[src/rtl/vga_box_painter.sv]
// Purpose: colours each pixel as a bouncing rectangle drawn over hcount[8:6] colour bars.
// Latency: rgb is registered one cycle after hcount/vcount/video_on; box moves 3 cycles after the frame tick.
// Backpressure: none; this is a free-running pixel stream that follows the timing generator.
module vga_box_painter #(
  parameter int H_ACT = 640,
  parameter int V_ACT = 480,
  parameter int BOX_W = 32,
  parameter int BOX_H = 32,
  parameter int STEP = 2,
  parameter int X0 = 0,
  parameter int Y0 = 0,
  parameter logic [2:0] BOX_RGB = 3'b110
) (
  input  logic       clk,
  input  logic       ar,
  input  logic [9:0] hcount,
  input  logic [9:0] vcount,
  input  logic       video_on,
  input  logic       pause,
  output logic       r,
  output logic       g,
  output logic       b,
  output logic [9:0] box_x,
  output logic [9:0] box_y,
  output logic       bounce,
  output logic [7:0] frame_cnt
);

  // 11-bit forms keep the edge/limit sums free of overflow.
  localparam logic [10:0] STEP_W  = 11'(STEP);
  localparam logic [10:0] BOX_W_W = 11'(BOX_W);
  localparam logic [10:0] BOX_H_W = 11'(BOX_H);
  localparam logic [10:0] X_MAX_W = 11'(H_ACT - BOX_W);
  localparam logic [10:0] Y_MAX_W = 11'(V_ACT - BOX_H);
  // 10-bit forms for the values actually loaded into the position registers.
  localparam logic [9:0]  STEP_P  = 10'(STEP);
  localparam logic [9:0]  X_MAX_P = 10'(H_ACT - BOX_W);
  localparam logic [9:0]  Y_MAX_P = 10'(V_ACT - BOX_H);
  localparam logic [9:0]  X0_P    = 10'(X0);
  localparam logic [9:0]  Y0_P    = 10'(Y0);
  localparam logic [9:0]  TICK_V  = 10'(V_ACT);

  typedef enum logic [1:0] {
    S_DRAW   = 2'd0,
    S_MOVE_X = 2'd1,
    S_MOVE_Y = 2'd2,
    S_DONE   = 2'd3
  } state_t;

  state_t     state_q, state_d;
  logic [9:0] box_x_q, box_x_d;
  logic [9:0] box_y_q, box_y_d;
  logic       dx_neg_q, dx_neg_d;   // 1 = moving left
  logic       dy_neg_q, dy_neg_d;   // 1 = moving up
  logic       pause_q, pause_d;     // pause as sampled in MOVE_X, reused in MOVE_Y
  logic       flag_q, flag_d;       // an axis reversed during this frame's update
  logic [7:0] frame_cnt_q, frame_cnt_d;
  logic [2:0] rgb_q, rgb_d;

  logic        tick;
  logic [10:0] x_ext, y_ext, h_ext, v_ext;
  logic        in_box;

  assign tick  = (hcount == 10'd0) && (vcount == TICK_V);
  assign x_ext = {1'b0, box_x_q};
  assign y_ext = {1'b0, box_y_q};
  assign h_ext = {1'b0, hcount};
  assign v_ext = {1'b0, vcount};

  assign in_box = (h_ext >= x_ext) && (h_ext < x_ext + BOX_W_W) &&
                  (v_ext >= y_ext) && (v_ext < y_ext + BOX_H_W);

  // Pixel colour mux: blank outside active video, box over colour bars inside it.
  always_comb begin
    rgb_d = 3'b000;
    if (video_on) begin
      if (in_box) rgb_d = BOX_RGB;
      else        rgb_d = {hcount[8], hcount[7], hcount[6]};
    end
  end

  // Frame-update FSM: next state, clamped position moves, bounce flag and frame count.
  always_comb begin
    state_d     = state_q;
    box_x_d     = box_x_q;
    box_y_d     = box_y_q;
    dx_neg_d    = dx_neg_q;
    dy_neg_d    = dy_neg_q;
    pause_d     = pause_q;
    flag_d      = flag_q;
    frame_cnt_d = frame_cnt_q;
    case (state_q)
      S_DRAW: begin
        if (tick) state_d = S_MOVE_X;
      end
      S_MOVE_X: begin
        pause_d = pause;
        if (!pause) begin
          if (!dx_neg_q) begin
            if (x_ext + STEP_W >= X_MAX_W) begin
              box_x_d  = X_MAX_P;
              dx_neg_d = 1'b1;
              flag_d   = 1'b1;
            end else begin
              box_x_d = box_x_q + STEP_P;
            end
          end else begin
            if (x_ext <= STEP_W) begin
              box_x_d  = 10'd0;
              dx_neg_d = 1'b0;
              flag_d   = 1'b1;
            end else begin
              box_x_d = box_x_q - STEP_P;
            end
          end
        end
        state_d = S_MOVE_Y;
      end
      S_MOVE_Y: begin
        if (!pause_q) begin
          if (!dy_neg_q) begin
            if (y_ext + STEP_W >= Y_MAX_W) begin
              box_y_d  = Y_MAX_P;
              dy_neg_d = 1'b1;
              flag_d   = 1'b1;
            end else begin
              box_y_d = box_y_q + STEP_P;
            end
          end else begin
            if (y_ext <= STEP_W) begin
              box_y_d  = 10'd0;
              dy_neg_d = 1'b0;
              flag_d   = 1'b1;
            end else begin
              box_y_d = box_y_q - STEP_P;
            end
          end
        end
        state_d = S_DONE;
      end
      S_DONE: begin
        flag_d      = 1'b0;
        frame_cnt_d = frame_cnt_q + 8'd1;
        state_d     = S_DRAW;
      end
      default: state_d = S_DRAW;
    endcase
  end

  // State and datapath registers; synchronous reset overrides everything.
  always_ff @(posedge clk) begin
    if (ar) begin
      state_q     <= S_DRAW;
      box_x_q     <= X0_P;
      box_y_q     <= Y0_P;
      dx_neg_q    <= 1'b0;
      dy_neg_q    <= 1'b0;
      pause_q     <= 1'b0;
      flag_q      <= 1'b0;
      frame_cnt_q <= 8'd0;
      rgb_q       <= 3'b000;
    end else begin
      state_q     <= state_d;
      box_x_q     <= box_x_d;
      box_y_q     <= box_y_d;
      dx_neg_q    <= dx_neg_d;
      dy_neg_q    <= dy_neg_d;
      pause_q     <= pause_d;
      flag_q      <= flag_d;
      frame_cnt_q <= frame_cnt_d;
      rgb_q       <= rgb_d;
    end
  end

  // A single pulse per frame, decoded from registered state, however many axes reversed.
  assign bounce    = (state_q == S_DONE) && flag_q;
  assign {r, g, b} = rgb_q;
  assign box_x     = box_x_q;
  assign box_y     = box_y_q;
  assign frame_cnt = frame_cnt_q;

endmodule

[config.mk]
export PLATFORM = sky130hd
export DESIGN_NAME = vga_box_painter
export DESIGN_NICKNAME = d
export VERILOG_FILES = /design/src/rtl/vga_box_painter.sv
export SDC_FILE = /design/constraint.sdc
export NUM_CORES = 1
export LEC_CHECK = 0
export ABC_AREA = 1
export BUFFER_PORTS_ARGS = -buffer_cell sky130_fd_sc_hd__buf_2
export CORE_ASPECT_RATIO = 0.75
export CORE_MARGIN = 8
export CORE_UTILIZATION = 35
export DETAILED_ROUTE_END_ITERATION = 8
export PLACE_DENSITY_LB_ADDON = 0.25
export SETUP_SLACK_MARGIN = 0.2
export SYNTH_ARGS = -nofsm -noshare
export SYNTH_HDL_FRONTEND = slang
export SYNTH_SLANG_ARGS = --single-unit
[constraint.sdc]
create_clock -name clk -period 1.8 [get_ports clk]
set_input_delay 0.18 -clock clk [delete_from_list [all_inputs] [get_ports clk]]
set_output_delay 0.18 -clock clk [all_outputs]
set_load 0.01 [all_outputs]
Word-level counts from Yosys, hierarchy flattened
Index checks and enable logic that the tools add are counted.
{"block": "word_totals", "reg_bits": 37, "in_bits": 24, "out_inout_bits": 32, "wordCells": 78}
{"block": "op_classes", "n_addsub": 9, "magnitude_cmp": 8, "n_eq_ne": 11, "muxes": 24, "bitwise": 3, "reduce_logical": 13}
{"op": "10-bit two-way mux", "n": 6}
{"op": "10-bit by 2-bit adder with 11-bit output, second input constant", "n": 2}
{"op": "10-bit by 6-bit adder with 11-bit output, second input constant", "n": 2}
{"op": "10-bit by 11-bit less-than comparator with 1-bit output", "n": 2}
{"op": "10-bit by 2-bit adder with 10-bit output, second input constant", "n": 2}
{"op": "10-bit greater-or-equal comparator", "n": 2}
{"op": "10-bit by 2-bit <= comparator with 1-bit output, second input constant", "n": 2}
{"op": "10-bit by 2-bit subtractor with 10-bit output, second input constant", "n": 2}
{"op": "1-bit two-way mux", "n": 14}
{"op": "3-bit != test, second input constant", "n": 4}
{"op": "11-bit by 10-bit greater-or-equal comparator with 1-bit output, second input constant", "n": 1}
{"op": "11-bit by 9-bit greater-or-equal comparator with 1-bit output, second input constant", "n": 1}
{"op": "10-bit by 9-bit == test with 1-bit output, second input constant", "n": 1}
{"op": "10-bit zero test", "n": 1}
{"op": "8-bit by 1-bit adder with 8-bit output, second input constant", "n": 1}
{"op": "2-bit one-hot mux with 4 select lines", "n": 1}
{"op": "7-bit AND reduction", "n": 1}
{"op": "2-bit != test, second input constant", "n": 3}
{"op": "1-bit logical AND", "n": 5}
{"op": "2-bit == test, second input constant", "n": 2}
{"op": "2-bit AND reduction", "n": 2}
{"op": "3-bit two-way mux", "n": 1}
{"op": "1-bit NOT", "n": 3}
{"op": "1-bit one-hot mux with 3 select lines", "n": 1}
{"op": "6 further kinds", "n": 6}

Logic depth before layout (Yosys ltp)
{"block": "depth", "depth_word": 6, "ltp_mapped": 14}

Worst setup path before layout
Ideal clock, no wire load.
{"block": "synth_path", "kind": "flip-flop to flip-flop", "from": "reg box_y_q[5] (netlist: box_y[5])", "to": "reg rgb_q[0]", "t_arrival_ns": 2.057, "t_required_ns": 1.736, "setup_slack_ns": -0.321, "stages_incl_launch_ff": 12, "n_path_buf": 0, "period_less_slack_ns": 2.121, "cell_sequence": "dfxtp_1 inv_2 ha_1 inv_1 ha_1 inv_1 or2_2 nor4_1 nor2_1 nand3b_4 nand2_1 nor2_1"}
{"block": "synth_via", "elab_chain_cells": 4}
{"element": "from (decl)", "line_no": "52", "rtl": "logic [9:0] box_y_q, box_y_d;"}
{"element": "from (signal assigned)", "line_no": "165", "rtl": "box_y_q <= box_y_d;"}
{"element": "10-bit by 6-bit adder with 11-bit output or 10-bit greater-or-equal comparator (tied branches)", "line_no": "71", "rtl": "(v_ext >= y_ext) && (v_ext < y_ext + BOX_H_W);"}
{"element": "10-bit by 11-bit less-than comparator with 1-bit output or 1-bit logical AND (tied branches)", "line_no": "71, 70"}
{"element": "1-bit logical AND (*)", "line_no": "71"}
{"element": "3-bit OR reduction (no source line) (*)"}
{"element": "to (signal assigned)", "line_no": "171", "rtl": "rgb_q <= rgb_d;"}
{"element": "to (decl)", "line_no": "58", "rtl": "logic [2:0] rgb_q, rgb_d;"}
Mark *: on every way between the ends. The rest lies on a longest branch, timed or not.
A chain may end at the register's enable or synchronous reset.

Worst setup path in the final report
{"block": "layout_path", "from": "reg box_y_q[6] (netlist: box_y[6])", "to": "reg rgb_q[0]"}
The elaborated chain is that of the path after synthesis.

==> summary.md <==
| Metric | Value |
|---|---|
| Top post-synthesis cells by area | `dfxtp_1 (21%), ha_1 (17%), nand2_1 (10%), a21oi_1 (6.0%), inv_1 (6.0%)` |
| Switching Power | `2908 uW` |
| Gr usage total | `0.1704` |
| Core Footprint | `0.009159 mm2` |
| DP HPWL | `8.301 mm` |
| Hold Path Class | `in -> reg` |
| Mapped Cells | `480` |
| Tcrit/Tclk final | `1.066` |
| Distinct cells, synth | `42` |
| Post-synth top cells | `nand2_1 (90), inv_1 (53), ha_1 (46), nor2_1 (43), a21oi_1 (40)` |
| Area share of the largest cell type after synthesis | `0.2106` |
| Clk_skew | `0.005835 ns` |
| H-tree level count | `2` |
| Seq pwr share | `0.191` |
| Final WL | `11.39 mm` |
| Crit path DAT | `2.10 ns` |
| Fmax | `0.5210 GHz` |
| # nets final | `668` |
| # Max-Cap Violations | `0` |
| Final Critical Period | `1.919 ns` |
| Clock tree root buffer cell | `clkbuf_16` |
| Clock slew at the register clock pins of the worst setup and hold paths | `0.06 ns` |
| Post-synth EDFFs | `0` |
| Ys async rst share | `0` |
| Setup slack after layout | `-0.1193 ns` |
| Crit path max fanout | `4` |
| Routed Antenna Nets | `0` |
| Ant. Diodes | `0` |
| Largest net degree at the start of global routing | `17` |
| Vias in the first global route | `3603` |
| Clock sink count | `35` |
| Initial antenna violation count | `0` |
| Switching Share | `0.4679` |
| Die area | `0.01291 mm2` |
| CTS tree | `done` |
| Startpoint types | `flop` |
| Post-place setup slack | `-0.1695 ns` |
| Residual DRC | `0` |
| # fillers | `880` |
| Detailed-route vias per instance | `5.076` |
| Sequential area share after synthesis | `0.2106` |
| Critical Path RT | `1.98 ns` |
| Wire per inst | `15.66 um` |
| RSZ-0062 raised after global routing | `yes` |
| Worst slew pin tran | `0.5357 ns` |
| First-pass GRT wire length | `17.61 mm` |
| Failing checks | `setup timing` |
| Area leader, netlist | `dfxtp_1` |
| Die width | `128.6 um` |
| Post-synth top flop | `dfxtp_1` |
| Syn avg cell area | `6.931 um2` |
| Critical Setup Path Class | `reg -> reg` |
| CTS Buffer Depth | `2` |
| Worst slew margin | `0.6425` |
| Boundary Pins | `56` |
| Final setup fails | `5` |
| Multi-input logic area | `0.002843 mm2` |
| Total power | `6215 uW` |
| Die Y | `100.4 um` |
| First-pass iteration count of the detailed router | `4` |
| Final hold vios | `0` |
| IO Port Bufs | `53` |
| Register area | `742.0 um2` |
| Most common cell in the netlist | `nand2_1` |
| Yosys warns | `0` |
| Clock network power share | `0.146` |
| Latest clock arrival within the worst-skew pair | `0.30 ns` |
| Status | `finished, violations left` |
| CTS buffer count | `5` |
| Crit path capture type | `flop` |
| Power per cell area | `1240 mW/mm2` |
| Fin cells | `727` |
| Layout cells sized above 1 | `0.4808` |
| Via count | `3690` |
| Area grow syn2layout | `50.62%` |
| Row count | `30` |
| Routability cong. | `0.8949` |
| Initial core utilization | `0.3633` |
| Initial DRC Count | `206` |
| Peak supply drop | `0.4496 mV` |
| Total grt overflow | `0` |
| #FFs+latches synth | `35` |
| Leakage | `0.002297 uW` |
| Internal power | `3307 uW` |
| Cell Count Post-Placement | `700` |
| Fin. max-slew vios | `0` |
| Post-Syn Area | `0.003327 mm2` |
| Logic pwr share | `0.663` |
## area by class of cell
class,instances,area share
multi-input combinational,371,0.5673
timing repair buffer,124,0.1730
clock buffer,5,0.02497
inverter,61,0.05119
tap,128,0.03196
clock inverter,3,0.003496
sequential,35,0.1481
## metal layers
metal | up-vias | global-route usage | share of wire
met5 | - | 0 | 0
li1 | 1852 | - | -
met2 | 84 | 0.2658 | 0.46
met3 | 10 | 0.03443 | 0.043
met1 | 1744 | 0.2318 | 0.49
met4 | 0 | 0.04680 | 0.0088
## state kept, by name, indices dropped and copies added (netlist names)
register	count
pause_q	1
flag_q	1
frame_cnt	8
state_q	2
rgb_q	3
box_y	9
dx_neg_q	1
box_x	9
dy_neg_q	1
## layout by cell type, fill, tap and decap left out, drive strengths merged
cell,Yosys,routed
buf,10,124
nand2,95,95
inv,60,61
nor2,48,48
ha,46,46
a21oi,40,40
o21ai,36,36
dfxtp,35,35
nand3,35,35
xor2,17,17
nor3,9,9
nand4,8,8
a31oi,6,6
clkbuf,4,5
nor4,5,5
nand3b,4,4
o21a,3,3
o21bai,3,3
o2111ai,3,3
clkinvlp,0,2
nor3b,2,2
a221oi,2,2
o211ai,2,2
conb,1,2
or2,2,2
xnor2,1,1
o221ai,1,1
a211oi,1,1
clkinv,1,1
## worst paths after layout
| check | from | to | slack (ns) | depth (start not counted) |
|---|---|---|---|---|
| max | box_y[6] | rgb_q[0] | -0.12 | 11 |
| min | hcount[6] | rgb_q[0] | 0.17 | 3 |
| max reg2reg | box_y[6] | rgb_q[0] | -0.12 | 11 |
| min reg2reg | dy_neg_q | dy_neg_q | 0.47 | 2 |
## power by group through the flow
stage / Clock, uW / Combinational (uW) / Sequential [uW]
floorplan: 0 / 1990 / 1200
global placement: 0 / 2990 / 1150
detailed placement: 0 / 3060 / 1160
CTS: 922 / 3320 / 1160
global route: 956 / 4530 / 1210
finish: 906 / 4120 / 1190
## cells by family (layout without fill, tap and decap cells)
family,Yosys count,in the layout,share of synthesized area
xor+xnor,18,18,0.04739
compound gates,97,97,0.1617
flops,35,35,0.2106
other cells,1,2,0.001127
simple gates,208,208,0.3088
buf+inv,75,193,0.09740
fa+ha+maj,46,46,0.1730
## metrics by stage
stage          instance area (um2)  hold slack [ns]    util  TNS [ns]
2_1_floorplan                 3408           0.3009       -  -0.07451
3_3_place_gp                  4138           0.4520  0.4518   -0.5185
3_5_place_dp                  4138           0.4568  0.4518   -0.5277
4_1_cts                       4504           0.1672  0.4918   -0.3440
5_1_grt                       5011           0.1778  0.5471    -1.279
6_report                      5011           0.1703  0.5471   -0.3619
## critical path, stage by stage (launching register included)
cell	delay [ns]
dfxtp_4	0.38
nand2_1	0.10
o21ai_2	0.15
nand2_1	0.09
ha_1	0.31
a21oi_2	0.14
o21ai_1	0.10
o21bai_1	0.17
nor2_2	0.15
nand3b_4	0.11
nand2_1	0.07
nor2_1	0.04
## timing repair
action                                  CTS  global route
setup buffers                             4            15
hold buffers                              0             0
pin swaps                                20            39
endpoints found under the setup margin   24            26
resized for setup                        64           105
No activity file was read; power rests on OpenSTA's default activity.
